`config.mk`:
```
export PLATFORM = sky130hd
export DESIGN_NAME = ucie_ctl_sb_cfg_tx
export DESIGN_NICKNAME = d
export VERILOG_FILES = /design/src/rtl/ucie_ctl_sb_cfg_tx.sv
export SDC_FILE = /design/constraint.sdc
export NUM_CORES = 1
export LEC_CHECK = 0
export BUFFER_PORTS_ARGS = -buffer_cell sky130_fd_sc_hd__buf_2
export CORE_MARGIN = 4
export CORE_UTILIZATION = 39
export DETAILED_ROUTE_END_ITERATION = 10
export PLACE_DENSITY = 0.66
export SLEW_MARGIN = 40
export SYNTH_ARGS = -nofsm -noshare
export SYNTH_HDL_FRONTEND = slang
export SYNTH_SLANG_ARGS = --single-unit
```
`constraint.sdc`:
```
create_clock -name i_clk -period 4.9 [get_ports i_clk]
set_input_delay 0.735 -clock i_clk [delete_from_list [all_inputs] [get_ports i_clk]]
set_output_delay 0.735 -clock i_clk [all_outputs]
set_load 0.01 [all_outputs]
```
`src/rtl/ucie_ctl_sb_cfg_tx.sv`:
```
// ucie_ctl_sb_cfg_tx
//   Sideband transmit stage between the adapter sideband encoder and the RDI
//   lp_cfg bus. Complete sideband messages (64-bit header plus optional 64-bit
//   data) are buffered in a small FIFO and serialized onto o_rdi_lp_cfg in
//   NC-bit beats, LSB chunk first. A message may only start when at least one
//   RDI credit is available. Credits come back as i_rdi_pl_cfg_crd pulses.
//
// Parameters
//   NC       lp_cfg width (16, 32 or 64); BEATS = 64/NC beats per 64-bit word
//   DEPTH    message FIFO entries (power of 2, >= 2)
//   MAX_CRD  credits granted at reset; also the credit ceiling
//   CW       credit counter width (2**CW > MAX_CRD)
//
// Ports
//   i_clk, i_rst         clock, asynchronous active-high reset
//   i_msg_vld/o_msg_rdy  message write handshake
//   i_msg_hdr            sideband header
//   i_msg_has_data       a data phase follows the header
//   i_msg_data           data phase (ignored when i_msg_has_data=0)
//   i_rdi_pl_cfg_crd     one-cycle credit return pulse
//   o_rdi_lp_cfg_vld     beat valid
//   o_rdi_lp_cfg         beat payload
//   o_crd_avail          current credit count
//   o_sb_tx_busy         FIFO non-empty or serializer active
//   o_crd_overflow       sticky: credit returned while the count was full
//
// Handshake: a message is written at the rising edge where i_msg_vld and
// o_msg_rdy are both high. A write presented while o_msg_rdy=0 is dropped.
// The lp_cfg side has no backpressure: once a message starts, its beats are
// driven on consecutive cycles with o_rdi_lp_cfg_vld=1.
//
// Build option
//   UCIE_CTL_SB_TX_PARITY_EN  when defined, header bit 62 (CP) and bit 63 (DP)
//                             are replaced by computed parity at pop time.

module ucie_ctl_sb_cfg_tx #(
  parameter int NC      = 32,
  parameter int DEPTH   = 4,
  parameter int MAX_CRD = 32,
  parameter int CW      = 6
) (
  input  logic          i_clk,
  input  logic          i_rst,
  input  logic          i_msg_vld,
  input  logic [63:0]   i_msg_hdr,
  input  logic          i_msg_has_data,
  input  logic [63:0]   i_msg_data,
  output logic          o_msg_rdy,
  input  logic          i_rdi_pl_cfg_crd,
  output logic          o_rdi_lp_cfg_vld,
  output logic [NC-1:0] o_rdi_lp_cfg,
  output logic [CW-1:0] o_crd_avail,
  output logic          o_sb_tx_busy,
  output logic          o_crd_overflow
);

  localparam int BEATS = 64 / NC;
  localparam int BW    = (BEATS > 1) ? $clog2(BEATS) : 1;
  localparam int AW    = $clog2(DEPTH);

  typedef enum logic [1:0] {
    ST_IDLE = 2'd0,
    ST_HDR  = 2'd1,
    ST_DATA = 2'd2
  } state_t;

  // ---------------------------------------------------------------- FIFO
  logic [63:0]   mem_hdr  [DEPTH];
  logic [63:0]   mem_data [DEPTH];
  logic          mem_hd   [DEPTH];

  logic [AW-1:0] wr_ptr_q, wr_ptr_d;
  logic [AW-1:0] rd_ptr_q, rd_ptr_d;
  logic [AW:0]   cnt_q, cnt_d;

  logic fifo_full, fifo_empty, push, pop;

  // ---------------------------------------------------------------- FSM / credits
  state_t        state_q, state_d;
  logic [BW-1:0] bcnt_q, bcnt_d;
  logic [127:0]  sr_q, sr_d;
  logic          has_data_q, has_data_d;
  logic          vld_q, vld_d;
  logic [NC-1:0] cfg_q, cfg_d;
  logic [CW-1:0] crd_q, crd_d;
  logic          ovf_q, ovf_d;

  logic [63:0]   head_hdr, head_data, hdr_tx;
  logic          head_hd;
  logic          crd_full;

  assign fifo_full  = (cnt_q == (AW+1)'(DEPTH));
  assign fifo_empty = (cnt_q == '0);
  assign push       = i_msg_vld && !fifo_full;
  assign pop        = (state_q == ST_IDLE) && !fifo_empty && (crd_q != '0);
  assign crd_full   = (crd_q == CW'(MAX_CRD));

  assign head_hdr   = mem_hdr[rd_ptr_q];
  assign head_data  = mem_data[rd_ptr_q];
  assign head_hd    = mem_hd[rd_ptr_q];

  // Header as it goes on the wire; parity bits are filled in only when the
  // option is built in, otherwise the header is passed through untouched.
  always_comb begin
    hdr_tx = head_hdr;
`ifdef UCIE_CTL_SB_TX_PARITY_EN
    hdr_tx[62] = ^head_hdr[61:0];
    hdr_tx[63] = head_hd ? ^head_data : 1'b0;
`endif
  end

  // FIFO pointer / occupancy next-state
  always_comb begin
    wr_ptr_d = wr_ptr_q;
    rd_ptr_d = rd_ptr_q;
    cnt_d    = cnt_q;
    if (push) wr_ptr_d = wr_ptr_q + AW'(1);
    if (pop)  rd_ptr_d = rd_ptr_q + AW'(1);
    case ({push, pop})
      2'b10:   cnt_d = cnt_q + (AW+1)'(1);
      2'b01:   cnt_d = cnt_q - (AW+1)'(1);
      default: cnt_d = cnt_q;
    endcase
  end

  // Serializer next-state. The output registers are loaded with the beat that
  // belongs to the next state, so the first beat is visible the cycle after
  // the pop edge and the last-beat cycle is always followed by one IDLE cycle.
  // sr_q holds the not-yet-sent chunks, header first then data, LSB first.
  always_comb begin
    state_d    = state_q;
    bcnt_d     = bcnt_q;
    sr_d       = sr_q;
    has_data_d = has_data_q;
    vld_d      = 1'b0;
    cfg_d      = cfg_q;
    case (state_q)
      ST_IDLE: begin
        if (pop) begin
          sr_d       = {head_data, hdr_tx} >> NC;
          cfg_d      = hdr_tx[NC-1:0];
          vld_d      = 1'b1;
          bcnt_d     = '0;
          has_data_d = head_hd;
          state_d    = ST_HDR;
        end
      end
      ST_HDR: begin
        if (bcnt_q == BW'(BEATS-1)) begin
          if (has_data_q) begin
            cfg_d   = sr_q[NC-1:0];
            sr_d    = sr_q >> NC;
            vld_d   = 1'b1;
            bcnt_d  = '0;
            state_d = ST_DATA;
          end else begin
            state_d = ST_IDLE;
          end
        end else begin
          cfg_d  = sr_q[NC-1:0];
          sr_d   = sr_q >> NC;
          vld_d  = 1'b1;
          bcnt_d = bcnt_q + BW'(1);
        end
      end
      ST_DATA: begin
        if (bcnt_q == BW'(BEATS-1)) begin
          state_d = ST_IDLE;
        end else begin
          cfg_d  = sr_q[NC-1:0];
          sr_d   = sr_q >> NC;
          vld_d  = 1'b1;
          bcnt_d = bcnt_q + BW'(1);
        end
      end
      default: state_d = ST_IDLE;
    endcase
  end

  // Credit counter. A pop and a return in the same cycle cancel out; a return
  // at the ceiling is swallowed and flagged.
  always_comb begin
    crd_d = crd_q;
    ovf_d = ovf_q;
    case ({pop, i_rdi_pl_cfg_crd})
      2'b10: crd_d = crd_q - CW'(1);
      2'b01: begin
        if (crd_full) ovf_d = 1'b1;
        else          crd_d = crd_q + CW'(1);
      end
      default: crd_d = crd_q;
    endcase
  end

  // Message storage has no reset: only the pointers define what is valid.
  always_ff @(posedge i_clk) begin
    if (push) begin
      mem_hdr[wr_ptr_q]  <= i_msg_hdr;
      mem_data[wr_ptr_q] <= i_msg_data;
      mem_hd[wr_ptr_q]   <= i_msg_has_data;
    end
  end

  always_ff @(posedge i_clk or posedge i_rst) begin
    if (i_rst) begin
      wr_ptr_q <= '0;
      rd_ptr_q <= '0;
      cnt_q    <= '0;
      crd_q    <= CW'(MAX_CRD);
      ovf_q    <= 1'b0;
    end else begin
      wr_ptr_q <= wr_ptr_d;
      rd_ptr_q <= rd_ptr_d;
      cnt_q    <= cnt_d;
      crd_q    <= crd_d;
      ovf_q    <= ovf_d;
    end
  end

  always_ff @(posedge i_clk or posedge i_rst) begin
    if (i_rst) begin
      state_q    <= ST_IDLE;
      bcnt_q     <= '0;
      sr_q       <= '0;
      has_data_q <= 1'b0;
      vld_q      <= 1'b0;
      cfg_q      <= '0;
    end else begin
      state_q    <= state_d;
      bcnt_q     <= bcnt_d;
      sr_q       <= sr_d;
      has_data_q <= has_data_d;
      vld_q      <= vld_d;
      cfg_q      <= cfg_d;
    end
  end

  assign o_msg_rdy        = !fifo_full;
  assign o_rdi_lp_cfg_vld = vld_q;
  assign o_rdi_lp_cfg     = cfg_q;
  assign o_crd_avail      = crd_q;
  assign o_crd_overflow   = ovf_q;
  assign o_sb_tx_busy     = !fifo_empty || (state_q != ST_IDLE);

endmodule
```
# Yosys cells after proc, flatten, opt, wreduce, memory -nomap -nowiden
# Memory sizes are Yosys's and may differ from the RTL's. A register that Yosys moved wholly into a read port is not among the register bits.
# Index checks and enable logic that the tools add are counted.
# Widths: inputs -> output; s select.
[op_classes]
add_sub_neg = 7
eq_ne = 14
muxes = 30
n_reduce_logical = 19
[op_table]
columns = ["op", "count"]
rows = [
  ["$mux 128", 4],
  ["$pmux 128 s3", 1],
  ["$mux 32", 4],
  ["$pmux 32 s3", 1],
  ["$pmux 6 s2", 1],
  ["$mux 1", 10],
  ["$ne 2x2->1 const B", 5],
  ["$mux 2", 4],
  ["$reduce_and 2->1", 4],
  ["$add 6x1->6 const B", 1],
  ["$eq 2x1->1 const B", 3],
  ["$eq 2x2->1 const B", 3],
  ["$eq 6x6->1 const B", 1],
  ["$mux 6", 1],
  ["$pmux 1 s3", 2],
  ["$pmux 2 s3", 1],
  ["$pmux 3 s2", 1],
  ["$reduce_bool 2->1", 3],
  ["$reduce_bool 6->1", 1],
  ["$sub 6x1->6 const B", 1],
  ["$add 2x1->2 const B", 2],
  ["$reduce_and 4->1", 1],
  ["$add 3x1->3 const B", 1],
  ["$eq 3x3->1 const B", 1],
  ["10 further kinds", 13],
]
[word_totals]
regBits = 178
ram_bits = 516
inputBits = 133
out_inout_bits = 42
memories = 3
[memory_table]
columns = ["name", "depth", "width", "read_ports", "rd_clocked_by_memory_dff", "wr", "line", "text"]
rows = [
  ["mem_data", 4, 64, 1, 0, 1, "69", "logic [63:0] mem_data [DEPTH];"],
  ["mem_hdr", 4, 64, 1, 0, 1, "68", "logic [63:0] mem_hdr [DEPTH];"],
  ["mem_hd", 4, 1, 1, 1, 1, "70", "logic mem_hd [DEPTH];"],
]

# Depth between registers and ports, before layout
[logic_depth]
ltp_word = 7
depth_mapped = 13

# Least setup slack after synthesis
# OpenSTA, ideal clock, no wires.
[synth_timing]
path_type = "in2reg"
from = "input i_msg_vld"
to = "memory mem_data[2][0] (enable)"
setup_ps = 504
arrival_ps = 3754
required_ps = 4396
slack_ps = 642
stages = 1
n_path_buf = 0
path_cell_list = "and3_1"
[synth_between]
elab_chain_len = 3
[synth_lines]
columns = ["item", "line", "text"]
rows = [
  ["start, declared", "44", "input logic i_msg_vld,"],
  ["$logic_and 1x1->1", "94", "assign push = i_msg_vld && !fifo_full;"],
  ["$mux 1", "197", "if (push) begin"],
  ["$mux 1 (implied by the code)", "199", "mem_data[wr_ptr_q] <= i_msg_data;"],
  ["end, declared", "69", ""],
]
# No other way between the ends.

# Final worst setup path
[layout_timing]
from = "register crd_q[1], in the netlist o_crd_avail[1]"
to = "register crd_q[5], in the netlist o_crd_avail[5]"
[layout_between]
elab_chain_len = 5
word_cells_on_any_way = 12
classes_between = "add/sub: 2; eq/ne: 4; mux: 2; reduce/logical: 4"
[layout_lines]
columns = ["item", "line", "text"]
rows = [
  ["start, declared", "85", "logic [CW-1:0] crd_q, crd_d;"],
  ["start signal, assigned", "209", "crd_q <= CW'(MAX_CRD);"],
  ["start signal, assigned", "215", "crd_q <= crd_d;"],
  ["parallel branches: the longest is 5 deep, another holds $add 6x1->6", "--", ""],
]
# Several ways; the timed one is not identified. The select of a mux whose other input is x is not followed.
# A chain may end at the register's enable or synchronous reset.

==> flow_metrics.env <==
export IMPL_tritoncts_num_buffers=72
export IMPL_cts_resized=0
export IMPL_via_per_inst=5.090
export IMPL_drc=0
export IMPL_clock_sinks=663
export IMPL_ys_seq_elements=663
export IMPL_synth_nets=1502
export IMPL_finalHoldViolCount=0
export IMPL_cts_tree="yes"
export IMPL_antenna_found_initial=16
export IMPL_drt_first_pass_iters=5
export IMPL_worstPathArrival_ns=4.01
export IMPL_finalSetupViolCount=0
export IMPL_slew_headroom_pct=45.33
export IMPL_ctsHtreeMaxLevel=3
export IMPL_syn2layout_area_growth_pct=16.91
export IMPL_track_usage_pct=15.88
export IMPL_cp_startpoint="o_crd_avail[1]"
export IMPL_cp_start_kind="register"
export IMPL_nFillCells=5524
export IMPL_fin_cells=2469
export IMPL_synth_distinct_cells=40
export IMPL_grt_pass1_vias=13440
export IMPL_overflow=0
export IMPL_clk_latency_ns=0.61
export IMPL_crit_required_ns=5.41
export IMPL_place_gp_congestion=0.7286
export IMPL_clk_pin_slew_ns=0.06
export IMPL_drive_gt1_share_pct=27.76
export IMPL_reg2regPathDepth=9
export IMPL_clock_path_buffers=3
export IMPL_port_buffers=174
export IMPL_routed_wirelength_mm=54.98
export IMPL_cts_hold_buffers=0
export IMPL_dp_slack_ns=1.503
export IMPL_total_power_uw=20030
export IMPL_syn_inst=1352
export IMPL_die_area_um2=69600
export IMPL_worst_pin_slew_ns=0.8201
export IMPL_grt_setup_unrepaired="false"
export IMPL_min_path_type="input port to async pin"
export IMPL_utilization_pct=46.20
export IMPL_final_period_utilization_pct=71.43
export IMPL_ios=175
export IMPL_r2r_end="o_crd_avail[5]"
export IMPL_row_count=93
export IMPL_p_leak_uw=0.01087
export IMPL_crit_type="register to register"
export IMPL_layout_commonest_cell="edfxtp_1"
export IMPL_setup_slack_ns=1.400
export IMPL_placed_cells_incl_taps=2333
export IMPL_worst_path_max_delay_cell="or4_4"
export IMPL_initial_core_util_pct=39.52
export IMPL_yosysWarnings=0
export IMPL_post_cts_buffers=0
export IMPL_vias=12570
export IMPL_layout_common_cells="edfxtp_1 (516), buf_2 (174), nand2_1 (170), dfrtp_1 (144), mux4_2 (129)"
export IMPL_dpl_hpwl_mm=32.48
export IMPL_critPathCaptureType="register"
export IMPL_drtIter0Drc=873
export IMPL_status="complete, no violations"
export IMPL_ff2ff_setup_slack_ns=1.40
export IMPL_grt_pass1_wl_mm=84.72
export IMPL_skew_ns=0.01948
export IMPL_avgSynthCellArea_um2=18.88
export IMPL_dieHeight_um=263.8
export IMPL_syn_area_um2=25520
export IMPL_p_per_area_nw_per_um2=671.4
export IMPL_cp_max_fo=11
export IMPL_wl_per_cell_um=22.27
export IMPL_finalSetupTns_ns=0
export IMPL_drv_slew=0
export IMPL_ir_worst_vdd_mv=0.3448
export IMPL_fmax_mhz=285.7
export IMPL_core_area_um2=64580
export IMPL_grt_max_degree=138
export IMPL_synth_seq_area_share_pct=75.13
export IMPL_die_width_um=263.8
export IMPL_drtAntennaViolNets=0
export IMPL_slowest_delay_ns=0.58
export IMPL_r2r_start="o_crd_avail[1]"
export IMPL_nNetsFinal=1702
export IMPL_path_cells="or4_4 > o311ai_4 > nand2_1 > ha_1 > a211oi_1 > a21oi_1 > or4_1 > o311ai_0 > o21ai_0"
export IMPL_min_period_ns=3.500
export IMPL_drv_cap=0
export IMPL_clock_root_buffer="clkbuf_16"
-- cell usage after synthesis --
master / count / area, um^2
edfxtp_1: 516 / 15490
nand2_1: 170 / 638.1
dfrtp_1: 146 / 3654
mux4_2: 129 / 2905
mux2i_1: 98 / 980.9
o21ai_0: 87 / 435.4
clkbuf_1: 42 / 157.7
nand3b_1: 33 / 247.7
buf_2: 18 / 90.09
o21ai_1: 16 / 80.08
ha_1: 15 / 187.7
inv_1: 14 / 52.55
buf_6: 9 / 101.4
a21oi_1: 7 / 35.03
nor2_1: 7 / 26.28
xnor2_1: 7 / 61.31
and3_1: 4 / 25.02
mux2_4: 3 / 45.04
nand3_1: 3 / 15.01
xor2_1: 3 / 26.28
a211oi_1: 2 / 15.01
buf_1: 2 / 7.510
clkbuf_2: 2 / 10.01
fa_1: 2 / 40.04
o21a_1: 2 / 15.01
a211o_2: 1 / 10.01
a21boi_0: 1 / 7.510
a21o_1: 1 / 7.510
a31o_2: 1 / 8.760
a41o_1: 1 / 10.01
and2_1: 1 / 6.260
dfstp_2: 1 / 26.28
inv_4: 1 / 6.260
nor2b_1: 1 / 6.260
o221ai_4: 1 / 26.28
o311ai_0: 1 / 8.760
o311ai_4: 1 / 26.28
or3_1: 1 / 6.260
or4_1: 1 / 7.510
or4_4: 1 / 11.26
-- critical path, delay by kind of cell (launching register included) --
kind	cells	cell delay (ns)
AND/OR/NAND/NOR	3	1.37
adder cells (fa/ha/maj)	1	0.42
flip-flops	1	0.42
AO/OA/AOI/OAI	5	1.20
-- metrics by stage --
step / hold slack (ns) / cell area (um^2)
after floorplan: 0.4446 / 25520
after global placement: 0.4570 / 27440
after detailed placement: 0.4597 / 27500
after CTS: 0.2564 / 29830
after global routing: 0.2579 / 29830
final: 0.1904 / 29840
-- where the power goes --
group	internal, uW	total [uW]	switching [uW]
clock	3140	5290	2150
combinational	2750	6460	3710
sequential	7660	8280	622
-- state kept, by name, summed over array words and instances (netlist names) --
register and cells:
sr_q 96, cnt_q 3, has_data_q 1, o_rdi_lp_cfg 32, mem_hd 4, o_crd_overflow 1
bcnt_q 1, rd_ptr_q 2, mem_data 256, wr_ptr_q 2, mem_hdr 256, o_crd_avail 6
state_q 2, o_rdi_lp_cfg_vld 1
-- cell families (layout without fill, tap and decap cells) --
group	after synthesis	after routing	share of synthesized area, %
buffers and inverters	88	346	1.667
xor gates and xnor gates	10	10	0.3432
DFF	663	663	75.13
other	0	4	0
muxes	230	230	15.40
adders and majority gates	17	17	0.8923
AOI/OAI and AO/OA	122	122	2.687
and+or+nand+nor	222	222	3.878
-- final cells by class --
| cell class | instances | area, um^2 | area share (%) |
|---|---|---|---|
| clock buffer | 103 | 2011 | 6.739 |
| antenna | 4 | 10.01 | 0.03355 |
| tap | 855 | 1070 | 3.585 |
| clock inverter | 29 | 316.6 | 1.061 |
| multi-input combinational | 601 | 5974 | 20.02 |
| inverter | 15 | 66.31 | 0.2222 |
| sequential | 663 | 19180 | 64.29 |
| timing repair buffer | 199 | 1209 | 4.051 |
-- routing by layer --
metal	global-route usage, %	part of all wire (%)	vias up
li1	-	-	5689
met1	21.32	43	6454
met2	26.44	49	314
met3	3.409	5.5	91
met4	4.469	1.8	20
met5	0	0.24	-
-- worst max path at each step --
stage | to | slack [ns] | cells past startpoint
global route | o_crd_avail[5] | 1.17 | 9
floorplan | bcnt_q | 0.22 | 1
CTS | o_crd_avail[5] | 1.42 | 9
detailed placement | o_crd_avail[5] | 1.50 | 9
global placement | o_crd_avail[5] | 1.53 | 9
finish | o_crd_avail[5] | 1.40 | 9
Note: power is estimated with default switching activity, not from simulation.
